[src/rtl/fir_stream_source.sv]
// fir_stream_source: drives the FIR tile's pin-level input protocol.
// Runs coefficient load bursts, paces FIFO'd samples onto the filter at a
// programmable rate, and captures the filter result a fixed latency after
// each sample strobe.
module fir_stream_source #(
  parameter int NUM_TAPS   = 4,
  parameter int FIFO_DEPTH = 8,
  parameter int DIV_W      = 8,
  parameter int Y_LATENCY  = 2,
  localparam int CA_W      = (NUM_TAPS > 1) ? $clog2(NUM_TAPS) : 1
) (
  input  logic             clk,
  input  logic             rst_n,
  input  logic             coef_wr,
  input  logic [CA_W-1:0]  coef_addr,
  input  logic [7:0]       coef_data,
  input  logic             load_start,
  input  logic [DIV_W-1:0] rate_div,
  input  logic             s_valid,
  input  logic [7:0]       s_data,
  output logic             s_ready,
  output logic [7:0]       fir_x_n,
  output logic             fir_tvalid,
  output logic             fir_set_coeffs,
  input  logic [10:0]      fir_y_n,
  output logic             y_valid,
  output logic [10:0]      y_data,
  output logic             busy
);

  localparam int TAP_W = $clog2(NUM_TAPS + 1);
  localparam int PTR_W = (FIFO_DEPTH > 1) ? $clog2(FIFO_DEPTH) : 1;
  localparam int CNT_W = $clog2(FIFO_DEPTH + 1);
  localparam logic [TAP_W-1:0] TAP_END  = TAP_W'(NUM_TAPS);
  localparam logic [CNT_W-1:0] CNT_FULL = CNT_W'(FIFO_DEPTH);

  typedef enum logic [1:0] {
    ST_IDLE   = 2'd0,
    ST_LOAD   = 2'd1,
    ST_STREAM = 2'd2
  } state_t;

  state_t             r_state, w_state_nxt;
  logic [TAP_W-1:0]   r_tap, w_tap_nxt;
  logic               r_load_pend, w_load_pend_nxt;
  logic [DIV_W-1:0]   r_pace, w_pace_nxt;
  logic               w_emit_coef, w_emit_sample;
  logic [CA_W-1:0]    w_coef_idx;

  logic [7:0]         r_coef [NUM_TAPS];
  logic [7:0]         r_mem  [FIFO_DEPTH];
  logic [PTR_W-1:0]   r_wr_ptr, r_rd_ptr;
  logic [CNT_W-1:0]   r_count, w_count_nxt;
  logic               w_push, w_empty, w_full;

  logic               r_s_ready, r_busy, r_tvalid, r_set;
  logic [7:0]         r_x_n;
  logic [Y_LATENCY-1:0] r_tag, w_tag_nxt;
  logic               r_y_valid;
  logic [10:0]        r_y_data;
  logic               w_sample_strobe;

  assign w_empty         = (r_count == '0);
  assign w_full          = (r_count == CNT_FULL);
  assign w_push          = s_valid && !w_full;
  // Only strobes that carried a sample (not a coefficient) get tagged.
  assign w_sample_strobe = r_tvalid && !r_set;

  // Sequencer decisions: next state, tap index, and what to put on the bus next cycle.
  always_comb begin
    w_state_nxt     = r_state;
    w_tap_nxt       = r_tap;
    w_load_pend_nxt = r_load_pend;
    w_emit_coef     = 1'b0;
    w_emit_sample   = 1'b0;
    w_coef_idx      = '0;
    case (r_state)
      ST_IDLE: begin
        if (load_start) begin
          w_state_nxt = ST_LOAD;
          w_emit_coef = 1'b1;
          w_tap_nxt   = TAP_W'(1);
        end else begin
          w_tap_nxt   = '0;
        end
      end
      ST_LOAD: begin
        if (r_tap == TAP_END) begin
          w_state_nxt = ST_STREAM;
          w_tap_nxt   = '0;
        end else begin
          w_emit_coef = 1'b1;
          w_coef_idx  = r_tap[CA_W-1:0];
          w_tap_nxt   = r_tap + TAP_W'(1);
        end
      end
      ST_STREAM: begin
        // A load request lets this cycle's emission go out first, then takes over.
        if (r_load_pend) begin
          w_state_nxt     = ST_LOAD;
          w_emit_coef     = 1'b1;
          w_tap_nxt       = TAP_W'(1);
          w_load_pend_nxt = 1'b0;
        end else begin
          w_emit_sample   = !w_empty && (r_pace == '0);
          w_load_pend_nxt = load_start;
        end
      end
      default: begin
        w_state_nxt     = ST_IDLE;
        w_tap_nxt       = '0;
        w_load_pend_nxt = 1'b0;
      end
    endcase
  end

  // Pace counter: reload on emission, count down otherwise, held at 0 outside STREAM.
  always_comb begin
    w_pace_nxt = '0;
    if (r_state != ST_STREAM) begin
      w_pace_nxt = '0;
    end else if (w_emit_sample) begin
      w_pace_nxt = rate_div;
    end else if (r_pace != '0) begin
      w_pace_nxt = r_pace - DIV_W'(1);
    end else begin
      w_pace_nxt = '0;
    end
  end

  // FIFO occupancy after this cycle's push/pop.
  always_comb begin
    w_count_nxt = r_count;
    if (w_push && !w_emit_sample) begin
      w_count_nxt = r_count + CNT_W'(1);
    end else if (!w_push && w_emit_sample) begin
      w_count_nxt = r_count - CNT_W'(1);
    end else begin
      w_count_nxt = r_count;
    end
  end

  generate
    if (Y_LATENCY > 1) begin : g_tag_shift
      assign w_tag_nxt = {r_tag[Y_LATENCY-2:0], w_sample_strobe};
    end else begin : g_tag_single
      assign w_tag_nxt = w_sample_strobe;
    end
  endgenerate

  // Sequencer state registers.
  always_ff @(posedge clk or negedge rst_n) begin
    if (!rst_n) begin
      r_state     <= ST_IDLE;
      r_tap       <= '0;
      r_load_pend <= 1'b0;
      r_pace      <= '0;
    end else begin
      r_state     <= w_state_nxt;
      r_tap       <= w_tap_nxt;
      r_load_pend <= w_load_pend_nxt;
      r_pace      <= w_pace_nxt;
    end
  end

  // Coefficient registers; frozen while a load burst is reading them.
  always_ff @(posedge clk or negedge rst_n) begin
    if (!rst_n) begin
      for (int i = 0; i < NUM_TAPS; i++) r_coef[i] <= 8'h00;
    end else if (coef_wr && (r_state != ST_LOAD)) begin
      r_coef[coef_addr] <= coef_data;
    end
  end

  // Sample FIFO storage, pointers and occupancy.
  always_ff @(posedge clk or negedge rst_n) begin
    if (!rst_n) begin
      for (int i = 0; i < FIFO_DEPTH; i++) r_mem[i] <= 8'h00;
      r_wr_ptr  <= '0;
      r_rd_ptr  <= '0;
      r_count   <= '0;
      r_s_ready <= 1'b1;
    end else begin
      if (w_push) begin
        r_mem[r_wr_ptr] <= s_data;
        r_wr_ptr        <= r_wr_ptr + PTR_W'(1);
      end
      if (w_emit_sample) begin
        r_rd_ptr <= r_rd_ptr + PTR_W'(1);
      end
      r_count   <= w_count_nxt;
      r_s_ready <= (w_count_nxt != CNT_FULL);
    end
  end

  // Filter-side bus: coefficient or sample strobe, x_n holds when idle.
  always_ff @(posedge clk or negedge rst_n) begin
    if (!rst_n) begin
      r_x_n    <= 8'h00;
      r_tvalid <= 1'b0;
      r_set    <= 1'b0;
      r_busy   <= 1'b0;
    end else begin
      r_busy <= (w_state_nxt == ST_LOAD);
      if (w_emit_coef) begin
        r_x_n    <= r_coef[w_coef_idx];
        r_tvalid <= 1'b1;
        r_set    <= 1'b1;
      end else if (w_emit_sample) begin
        r_x_n    <= r_mem[r_rd_ptr];
        r_tvalid <= 1'b1;
        r_set    <= 1'b0;
      end else begin
        r_tvalid <= 1'b0;
        r_set    <= 1'b0;
      end
    end
  end

  // Result capture: delay sample strobes, then latch fir_y_n when one emerges.
  always_ff @(posedge clk or negedge rst_n) begin
    if (!rst_n) begin
      r_tag     <= '0;
      r_y_valid <= 1'b0;
      r_y_data  <= 11'h000;
    end else begin
      r_tag     <= w_tag_nxt;
      r_y_valid <= r_tag[Y_LATENCY-1];
      if (r_tag[Y_LATENCY-1]) begin
        r_y_data <= fir_y_n;
      end
    end
  end

  assign s_ready        = r_s_ready;
  assign fir_x_n        = r_x_n;
  assign fir_tvalid     = r_tvalid;
  assign fir_set_coeffs = r_set;
  assign y_valid        = r_y_valid;
  assign y_data         = r_y_data;
  assign busy           = r_busy;

endmodule

[config.mk]
export PLATFORM = sky130hd
export DESIGN_NAME = fir_stream_source
export DESIGN_NICKNAME = d
export VERILOG_FILES = /design/src/rtl/fir_stream_source.sv
export SDC_FILE = /design/constraint.sdc
export NUM_CORES = 1
export LEC_CHECK = 0
export ABC_AREA = 1
export CAP_MARGIN = 30
export CORE_ASPECT_RATIO = 1.75
export CORE_MARGIN = 2
export CORE_UTILIZATION = 40
export CTS_BUF_LIST = sky130_fd_sc_hd__clkbuf_4 sky130_fd_sc_hd__clkbuf_8
export CTS_CLUSTER_DIAMETER = 40
export DETAILED_ROUTE_END_ITERATION = 7
export PLACE_DENSITY = 0.67
export SYNTH_ARGS = -nofsm -noshare
export SYNTH_HDL_FRONTEND = slang
export SYNTH_SLANG_ARGS = --single-unit
[constraint.sdc]
create_clock -name clk -period 4.9 [get_ports clk]
set_clock_uncertainty 0.05 [all_clocks]
set_input_delay 0.98 -clock clk [delete_from_list [all_inputs] [get_ports clk]]
set_output_delay 0.98 -clock clk [all_outputs]
set_load 0.05 [all_outputs]
Yosys cells after proc, flatten, opt, wreduce, memory -nomap -nowiden
Index checks and enable logic that the tools add are counted.
- equality and inequality tests: 9
- bitwise logic cells: 4
- muxes and demuxes: 40
- reduce and logical (&&, ||, !) cells: 19
- add/sub/neg operators: 6
- magnitude comparators: 6
- operator list (cell ; count):
    two-way mux 8 bit ; 11
    bitwise mux 64 bit ; 1
    bitwise mux 32 bit ; 1
    binary-select mux 8 bit (select 3 bit) ; 1
    demux 8 bit (select 3 bit) ; 1
    binary-select mux 8 bit (select 2 bit) ; 1
    demux 8 bit (select 2 bit) ; 1
    two-way mux 1 bit ; 10
    two-way mux 2 bit ; 5
    adder 3 x 1 -> 3 bit (second input constant) ; 3
    case mux 3 bit (3 select lines) ; 1
    greater-or-equal comparator 4 bit (second input constant) ; 2
    logical AND 1 bit ; 8
    logical NOT 8 bit ; 1
    two-way mux 4 bit ; 2
    NOT 3 -> 4 bit ; 2
    nonzero test 8 bit ; 1
    subtractor 8 x 1 -> 8 bit (second input constant) ; 1
    greater-or-equal comparator 3 bit (second input constant) ; 2
    two-way mux 3 bit ; 2
    NOT 2 -> 3 bit ; 2
    case mux 2 bit (3 select lines) ; 1
    logical NOT 1 bit ; 5
    adder 4 x 1 -> 4 bit (second input constant) ; 1
    other kinds (16) ; 18
- word-level logic and storage cells: 111
- bits in registers: 146
- output and inout bits: 24
- input port bits: 42

Logic depth before layout (Yosys ltp)
Gate-level depths: netlist (run 1).
- depth in word-level cells: 9
- mapped depth: 12
- mapped depth without buffers: 12

Worst setup path after synthesis (run 1)
OpenSTA, ideal clock, no wires.
- path type: input-to-reg
- start point: in s_valid
- end point: reg r_mem[45] (netlist bit)
- setup time: 0.122 ns
- data required time: 4.728 ns
- slack: 2.939 ns
- arrival time: 1.789 ns
- path buffers: 2
- cell stages on the path: 8
- cell sequence: nand2_4 inv_4 nand2_2 or2_1 buf_6 buf_12 nand2_2 o21ai_2
- word-level cells in the longest chain between the ends: 1
- RTL lines (what ; line ; text):
    start, declared ; 19 ; input logic s_valid,
    logical AND 1 bit ; 65 ; assign w_push = s_valid && !w_full;
    end signal, assigned by index ; 185 ; r_mem[r_wr_ptr] <= s_data;
    end, declared ; 51 ; logic [7:0] r_mem [FIFO_DEPTH];
Every way passes these cells.
A chain may end at the register's enable or synchronous reset.

Final worst setup path (run 1)
- start point: reg r_s_ready, in the netlist s_ready
- end point: out s_ready
- RTL lines (what ; line ; text):
    start, declared ; 56 ; logic r_s_ready, r_busy, r_tvalid, r_set;
    start signal, assigned ; 192 ; r_s_ready <= (w_count_nxt != CNT_FULL);
    end, declared ; 21 ; output logic s_ready,
No word-level cell between the ends.

==> summary.txt, run 1 <==
RUN STATUS
-----------------------------------------------------------------------------------------------------
Result of the run                                                                           completed

TIMING
-----------------------------------------------------------------------------------------------------
Minimum clock period                                                                          2.78 ns
Setup repair after global routing missed its margin                                                no
Worst-margin pin slew                                                                         1.02 ns
Setup Viol. Count Final                                                                             0
Slew headroom                                                                                   31.4%
Post-route fraction of the period consumed by the critical path                                 56.8%
Number of failing hold endpoints at the final stage                                                 0
Fin Setup TNS                                                                                    0 ns
Number of slew-limit violations in the final report                                                 0
Highest clock rate                                                                            359 MHz

CLOCK TREE
-----------------------------------------------------------------------------------------------------
Number of cells upsized or downsized after cts                                                      0
Clock root buffer master                                                                     clkbuf_8
CTS HTree Levels                                                                                    4
Insertion delay of the later-clocked pin in the worst-skew pair                               0.44 ns
Setup Fix Bufs, Post-CTS                                                                            0
Max clock buf depth                                                                                 2
Hold buffer count at CTS                                                                            0
Clock net sink count                                                                              146
Clock buffers created by TritonCTS                                                                 17
Clock tree from TritonCTS                                                                        done
Clock-pin slew on the worst setup and hold paths                                              0.08 ns

DETAILED ROUTING
-----------------------------------------------------------------------------------------------------
Number of optimization iterations in the first detailed-route pass                                  5
Routed vias                                                                                     5,358
Post-route antenna net violation count                                                              0
Number of DRC violations after detailed routing                                                     0
Final WL                                                                                    15,500 um
Number of DRC markers after the initial detailed-route iteration                                  281
Routed WL per cell                                                                            14.4 um
Via-to-Cell Ratio                                                                                5.00

GLOBAL ROUTING
-----------------------------------------------------------------------------------------------------
Number of antenna violations at the first check in global routing                                   0
Wire length of the first global-routing pass                                                25,500 um
Overall fraction of global-route tracks in use                                                  18.3%
Largest net degree at the start of global routing                                                  81
GR Overflow Total                                                                                   0
Number of global-route vias before repair                                                       5,251

PLACED DESIGN
-----------------------------------------------------------------------------------------------------
Area of placed instances                                                                     7510 um2
Final RePlAce weighted congestion                                                               0.834
Port Buffer Count                                                                                  65
Post-DP HPWL                                                                                10,600 um

CELLS AND AREA
-----------------------------------------------------------------------------------------------------
Area occupied by multi-input gates                                                           2640 um2
Number of inserted diodes                                                                           0
Area used by sequential logic in the layout                                                  3650 um2
Final #Nets                                                                                       884
FILL cells                                                                                      1,612
Final design area excluding fillers                                                          7960 um2
Share of layout cells above drive strength 1                                                    8.97%
Area added between synthesis and finish                                                         18.2%

LOGIC SYNTHESIS
-----------------------------------------------------------------------------------------------------
Number of register bits inferred by synthesis                                                     146
Cell type with the largest total area after synthesis                                         dfrtp_1
Portion of netlist area occupied by mux cells                                                   1.84%
Synthesis warning total                                                                             0
Sequential fraction of the synthesis area                                                       54.3%
Leading cell types by total area after synthesis                                         dfrtp_1, o21ai_0, nand2_1, nor2_1, nand3_1
Synth Instances                                                                                   780
Mean instance size in the synthesized netlist                                                8.63 um2
Synth Area in Compound Gates                                                                    14.6%
Main combinational cell family by area after synthesis                                   simple AND/OR/NAND/NOR gates
Post-synthesis share of cell area spent on full adders, half adders and majority gates          1.49%
Most used flip-flop cell after synthesis                                                      dfrtp_1
Share of the synthesized area in the top cell type                                              53.9%
Synth unique cells                                                                                 38
Xor and xnor fraction of the mapped netlist area                                               0.910%
Netlist area before placement                                                                6730 um2
Number of synthesized flops with an enable pin                                                      0
Proportion of register bits with asynchronous set or reset after synthesis                       100%
Synth Area in Simple Gates                                                                      20.4%
Post-Syn Nets                                                                                     830

HOLD PATH
-----------------------------------------------------------------------------------------------------
Beginning of the worst hold path                                                             r_tag[0]
Tightest Hold Check Type                                                                      reg2reg
Destination of the worst hold path                                                           r_tag[1]
Depth of the worst hold-timing path                                                                 0

DIE
-----------------------------------------------------------------------------------------------------
Number of top-level pins                                                                           66
Die boundary height                                                                            176 um
# rows                                                                                             62
Overall die width                                                                              102 um
Full die area                                                                              17,900 um2
Initial core utilization                                                                        40.9%
Std-Cell Core Area                                                                         16,400 um2

SETUP PATH
-----------------------------------------------------------------------------------------------------
Startpoint types                                                                             register
Crit end category                                                                          output pin
CP cell instances                                                                        clkdlybuf4s50_1
Crit path required time                                                                       3.87 ns
Largest stage delay, worst path                                                               0.79 ns
Critical path buffers and inverters                                                                 1
Depth of the most critical reg-to-reg path                                                          9
CP top delay family                                                                      buffers and inverters
Critical Path AT                                                                              1.75 ns
Capturing point of the worst reg2reg path                                                  fir_x_n[6]
Classification of the worst setup path                                                        reg2out
Worst R2R Setup Slack                                                                         2.44 ns
Worst flop-to-flop path startpoint                                                           r_tap[0]
Cell with the largest stage delay on the worst path                                      clkdlybuf4s50_1
Crit path max fanout                                                                                1

POWER
-----------------------------------------------------------------------------------------------------
Power density over the cells                                                               672 nW/um2
Worst IR Drop VDD                                                                              458 uV
Pleak                                                                                         3.64 nW

RUN
-----------------------------------------------------------------------------------------------------
Count of maximum capacitance violations                                                             0

kinds of logic (layout without fill, tap and decap cells):
logic type | count (synthesis) | after routing
AND/OR/NAND/NOR | 322 | 322
AO/OA/AOI/OAI | 185 | 185
flip-flops | 146 | 146
buffers and inverters | 101 | 168
multiplexers | 11 | 11
adder cells (fa/ha/maj) | 8 | 8
XOR/XNOR | 7 | 7
cells in the mapped netlist (2+ instances only):
cell type  instances
nand2_1          170
dfrtp_1          145
o21ai_0          132
nor2_1            76
inv_1             62
nand3_1           52
a21oi_1           26
clkbuf_1          15
buf_2             13
mux2_2            11
ha_1               8
o21ai_2            8
o22ai_1            8
nand4_1            6
o21ai_1            6
nand2_2            5
inv_2              4
o221ai_1           4
xor2_1             4
or2_2              3
xnor2_1            3
buf_4              2
buf_6              2
stage by stage:
stage	utilization [%]	std cells	setup slack, ns	hold slack, ns	total power, mW
CTS	48.4	1071	2.08	0.298	5.40
global route	48.4	1071	2.06	0.302	5.77
floorplan	-	780	2.94	0.281	3.67
global placement	45.7	1039	2.05	0.282	4.26
finish	48.4	1071	2.12	0.301	5.35
detailed placement	45.7	1039	1.96	0.286	4.32
layout make-up:
class | count | share of cell area, %
multi-input combinational | 533 | 33.2
tap | 224 | 3.52
clock inverter | 11 | 2.20
sequential | 146 | 45.9
inverter | 68 | 3.24
timing repair buffer | 68 | 8.47
clock buffer | 21 | 3.47
worst max path at each step:
| stage | start | endpoint | slack [ns] | cells past startpoint |
|---|---|---|---|---|
| 2_1_floorplan | s_valid | r_mem[45] | 2.94 | 8 |
| 3_3_place_gp | load_start | fir_x_n[0] | 2.05 | 9 |
| 3_5_place_dp | load_start | fir_x_n[6] | 1.96 | 9 |
| 4_1_cts | s_ready | s_ready | 2.08 | 1 |
| 5_1_grt | s_ready | s_ready | 2.06 | 1 |
| 6_report | s_ready | s_ready | 2.12 | 1 |
flip-flops by register name (all words and copies together), names as in the netlist, 2 cells and up:
register	count
y_data	11
r_wr_ptr	3
r_count	4
r_tag	2
r_pace	8
r_coef	32
r_rd_ptr	3
r_state	2
r_tap	3
fir_x_n	8
r_mem	64
cell usage in the layout (no fill, tap or decap), types with 4 or more instances in the layout:
| master | count |
|---|---|
| nand2_1 | 170 |
| dfrtp_1 | 145 |
| o21ai_0 | 132 |
| nor2_1 | 76 |
| clkdlybuf4s50_1 | 64 |
| inv_1 | 62 |
| nand3_1 | 52 |
| a21oi_1 | 26 |
| clkbuf_8 | 19 |
| mux2_2 | 11 |
| o22ai_1 | 8 |
| o21ai_2 | 8 |
| ha_1 | 8 |
| o21ai_1 | 6 |
| nand4_1 | 6 |
| nand2_2 | 5 |
| inv_2 | 4 |
| xor2_1 | 4 |
| o221ai_1 | 4 |
| bufinv_16 | 4 |
report_power, final:
part / switching, mW / internal [mW]
registers: 0.373 / 1.74
logic: 1.39 / 0.785
clock network: 0.462 / 0.598
total: 2.22 / 3.13
metal layers:
layer | GRT usage (%) | vias up | part of all wire (%)
met3 | 4.02 | 31 | 4.1
met2 | 32.0 | 118 | 52
li1 | - | 2664 | -
met4 | 7.33 | 0 | 2.8
met5 | 0 | - | 0
met1 | 21.5 | 2545 | 41
Power figures use the tool's default switching activity.
==> run 2, diff against run 1 <==
==> constraint.sdc (replaced) <==
create_clock -name clk -period 2.67 [get_ports clk]
set_clock_uncertainty 0.05 [all_clocks]
set_input_delay 0.534 -clock clk [delete_from_list [all_inputs] [get_ports clk]]
set_output_delay 0.534 -clock clk [all_outputs]
set_load 0.05 [all_outputs]
==> run 2 against run 1 <==
Compared with the run above: core utilization increased by 0.64 points; die area stayed put; combinational power grew 89%; first-iteration DRC count rose by 19%; clock-buffer cell count shrank 1; sequential cell count is the same; hold slack gained 0.039 ns; clock power is 65% higher; total power up 81%; final area grew 1.3%; critical path type unchanged; largest cell class unchanged.
==> summary.txt, run 2 (synthesis results as in run 1) <==
PLACED DESIGN
---------------------------------------------------------------------------------
Final RePlAce weighted congestion                                           0.842
Area of placed instances                                                 7650 um2
Post-placement setup slack                                               0.342 ns
Port Buffer Count                                                              65
Post-DP HPWL                                                            10,800 um

DETAILED ROUTING
---------------------------------------------------------------------------------
Via-to-Cell Ratio                                                            4.94
Final WL                                                                15,400 um
Post-route antenna net violation count                                          0
Number of DRC markers after the initial detailed-route iteration              335
Routed WL per cell                                                        14.1 um
Routed vias                                                                 5,375
Number of DRC violations after detailed routing                                 0
Number of optimization iterations in the first detailed-route pass              5

CELLS AND AREA
---------------------------------------------------------------------------------
Final design area excluding fillers                                      8070 um2
Area added between synthesis and finish                                     19.8%
Max FFs per register                                                           64
Share of layout cells above drive strength 1                                10.8%
Most frequent cells in the layout                                    nand2_1, dfrtp_1, o21ai_0, nor2_1, clkdlybuf4s50_1
Number of inserted diodes                                                       0
FILL cells                                                                  1,611
Final #Nets                                                                   902
Commonest non-fill, non-tap cell in the layout                            nand2_1
Largest Register                                                            r_mem

SETUP PATH
---------------------------------------------------------------------------------
Startpoint types                                                         register
Crit path required time                                                   2.09 ns
CP cell instances                                                    clkdlybuf4s50_1
Crit end category                                                      output pin
CP top delay family                                                  buffers and inverters
Classification of the worst setup path                                    reg2out
Largest stage delay, worst path                                           0.79 ns
Critical Path AT                                                          1.74 ns
Critical path buffers and inverters                                             1
Depth of the most critical reg-to-reg path                                      9
Cell with the largest stage delay on the worst path                  clkdlybuf4s50_1
Crit path max fanout                                                            1
Number of gates on the worst path with buffers counted                          1

CLOCK TREE
---------------------------------------------------------------------------------
Clock root buffer master                                                 clkbuf_8
Clock net sink count                                                          146
Insertion delay of the later-clocked pin in the worst-skew pair           0.44 ns
CTS HTree Levels                                                                4
Max clock buf depth                                                             2
Clock-pin slew on the worst setup and hold paths                          0.08 ns
Clock buffers created by TritonCTS                                             17
Clock tree from TritonCTS                                                    done

GLOBAL ROUTING
---------------------------------------------------------------------------------
Number of global-route vias before repair                                   5,270
Number of antenna violations at the first check in global routing               0
Overall fraction of global-route tracks in use                              18.5%
Largest net degree at the start of global routing                              64
Wire length of the first global-routing pass                            25,700 um
GR Overflow Total                                                               0

TIMING
---------------------------------------------------------------------------------
Highest clock rate                                                        431 MHz
Setup repair after global routing missed its margin                            no
Worst-margin pin slew                                                    0.725 ns
Number of slew-limit violations in the final report                             0
Number of failing hold endpoints at the final stage                             0
Setup Viol. Count Final                                                         0
Minimum clock period                                                      2.32 ns
Post-route fraction of the period consumed by the critical path             87.0%
Slew headroom                                                               51.7%
Fin Setup TNS                                                                0 ns
Worst-case setup margin in the final layout                              0.348 ns

POWER
---------------------------------------------------------------------------------
Worst IR Drop VDD                                                          702 uV
Power density over the cells                                          1200 nW/um2
Pleak                                                                     3.70 nW

RUN STATUS
---------------------------------------------------------------------------------
Result of the run                                                       completed

DIE
---------------------------------------------------------------------------------
Initial core utilization                                                    40.9%
Std-Cell Core Area                                                     16,400 um2
# rows                                                                         62
Number of top-level pins                                                       66
Overall die width                                                          102 um
Full die area                                                          17,900 um2
Die boundary height                                                        176 um

HOLD PATH
---------------------------------------------------------------------------------
Depth of the worst hold-timing path                                             0
Tightest Hold Check Type                                                  reg2reg

RUN
---------------------------------------------------------------------------------
Count of maximum capacitance violations                                         0

[run 2: cell count changes in the layout (fill, tap and decap cells not counted), sizes merged]
cell	delta
buf	+17
bufinv	-2
inv	-1
clkbuf	-1
clkinv	+2
clkinvlp	+2
dlygate4sd3	+1
[run 2: layer usage]
metal	global-route usage [%]	up-vias	part of all wire (%)
met5	0	-	0
met4	7.61	0	2.3
met3	3.82	29	4.0
met2	31.8	130	52
met1	22.1	2512	41
li1	-	2704	-
[run 2: final timing paths]
kind | startpoint | slack (ns) | endpoint
max | s_ready | 0.35 | s_ready
min | r_tag[0] | 0.34 | r_tag[1]
max reg2reg | r_count[0] | 0.51 | r_mem[43]
min reg2reg | r_tag[0] | 0.34 | r_tag[1]
max in group asynchronous | rst_n | 1.30 | s_ready
min in group asynchronous | rst_n | 0.48 | r_mem[54]
[run 2: power by group]
group / switching, mW / total (mW) / internal (mW)
sequential: 0.627 / 3.83 / 3.20
combinational: 2.58 / 4.10 / 1.52
clock: 0.850 / 1.75 / 0.905
total: 4.05 / 9.68 / 5.63
[run 2: timing repair]
item | 4_1_cts | 5_1_grt
hold buffers | 1 | 0
setup buffers | 0 | 0
gates resized for setup | 0 | 0
endpoints found under the hold margin | 28 | 0
[run 2: cell type report]
class	instances	area, um2	area share, %
clock buffer	20	275	3.41
clock inverter	12	131	1.63
inverter	68	258	3.20
multi-input combinational	533	2640	32.8
sequential	146	3650	45.3
tap	224	280	3.47
timing repair buffer	86	825	10.2
[run 2: per-stage QoR]
step | hold slack [ns] | std cells | total power [mW] | util [%]
2_1_floorplan | 0.188 | 780 | 6.74 | -
3_3_place_gp | 0.322 | 1056 | 7.91 | 46.5
3_5_place_dp | 0.322 | 1056 | 8.00 | 46.5
4_1_cts | 0.339 | 1089 | 9.76 | 49.0
5_1_grt | 0.357 | 1089 | 10.5 | 49.0
6_report | 0.340 | 1089 | 9.68 | 49.0
==> run 3, diff against run 2 <==
--- a/config.mk
+++ b/config.mk
@@ -12,7 +12,9 @@
 export CORE_UTILIZATION = 40
 export CTS_BUF_LIST = sky130_fd_sc_hd__clkbuf_4 sky130_fd_sc_hd__clkbuf_8
 export CTS_CLUSTER_DIAMETER = 40
+export CTS_CLUSTER_SIZE = 30
 export DETAILED_ROUTE_END_ITERATION = 7
+export GPL_ROUTABILITY_DRIVEN = 0
 export PLACE_DENSITY = 0.67
 export SYNTH_ARGS = -nofsm -noshare
 export SYNTH_HDL_FRONTEND = slang
==> results of run 3 <==
Same layout as run 2: the final DEF is identical, and so are final timing and power.
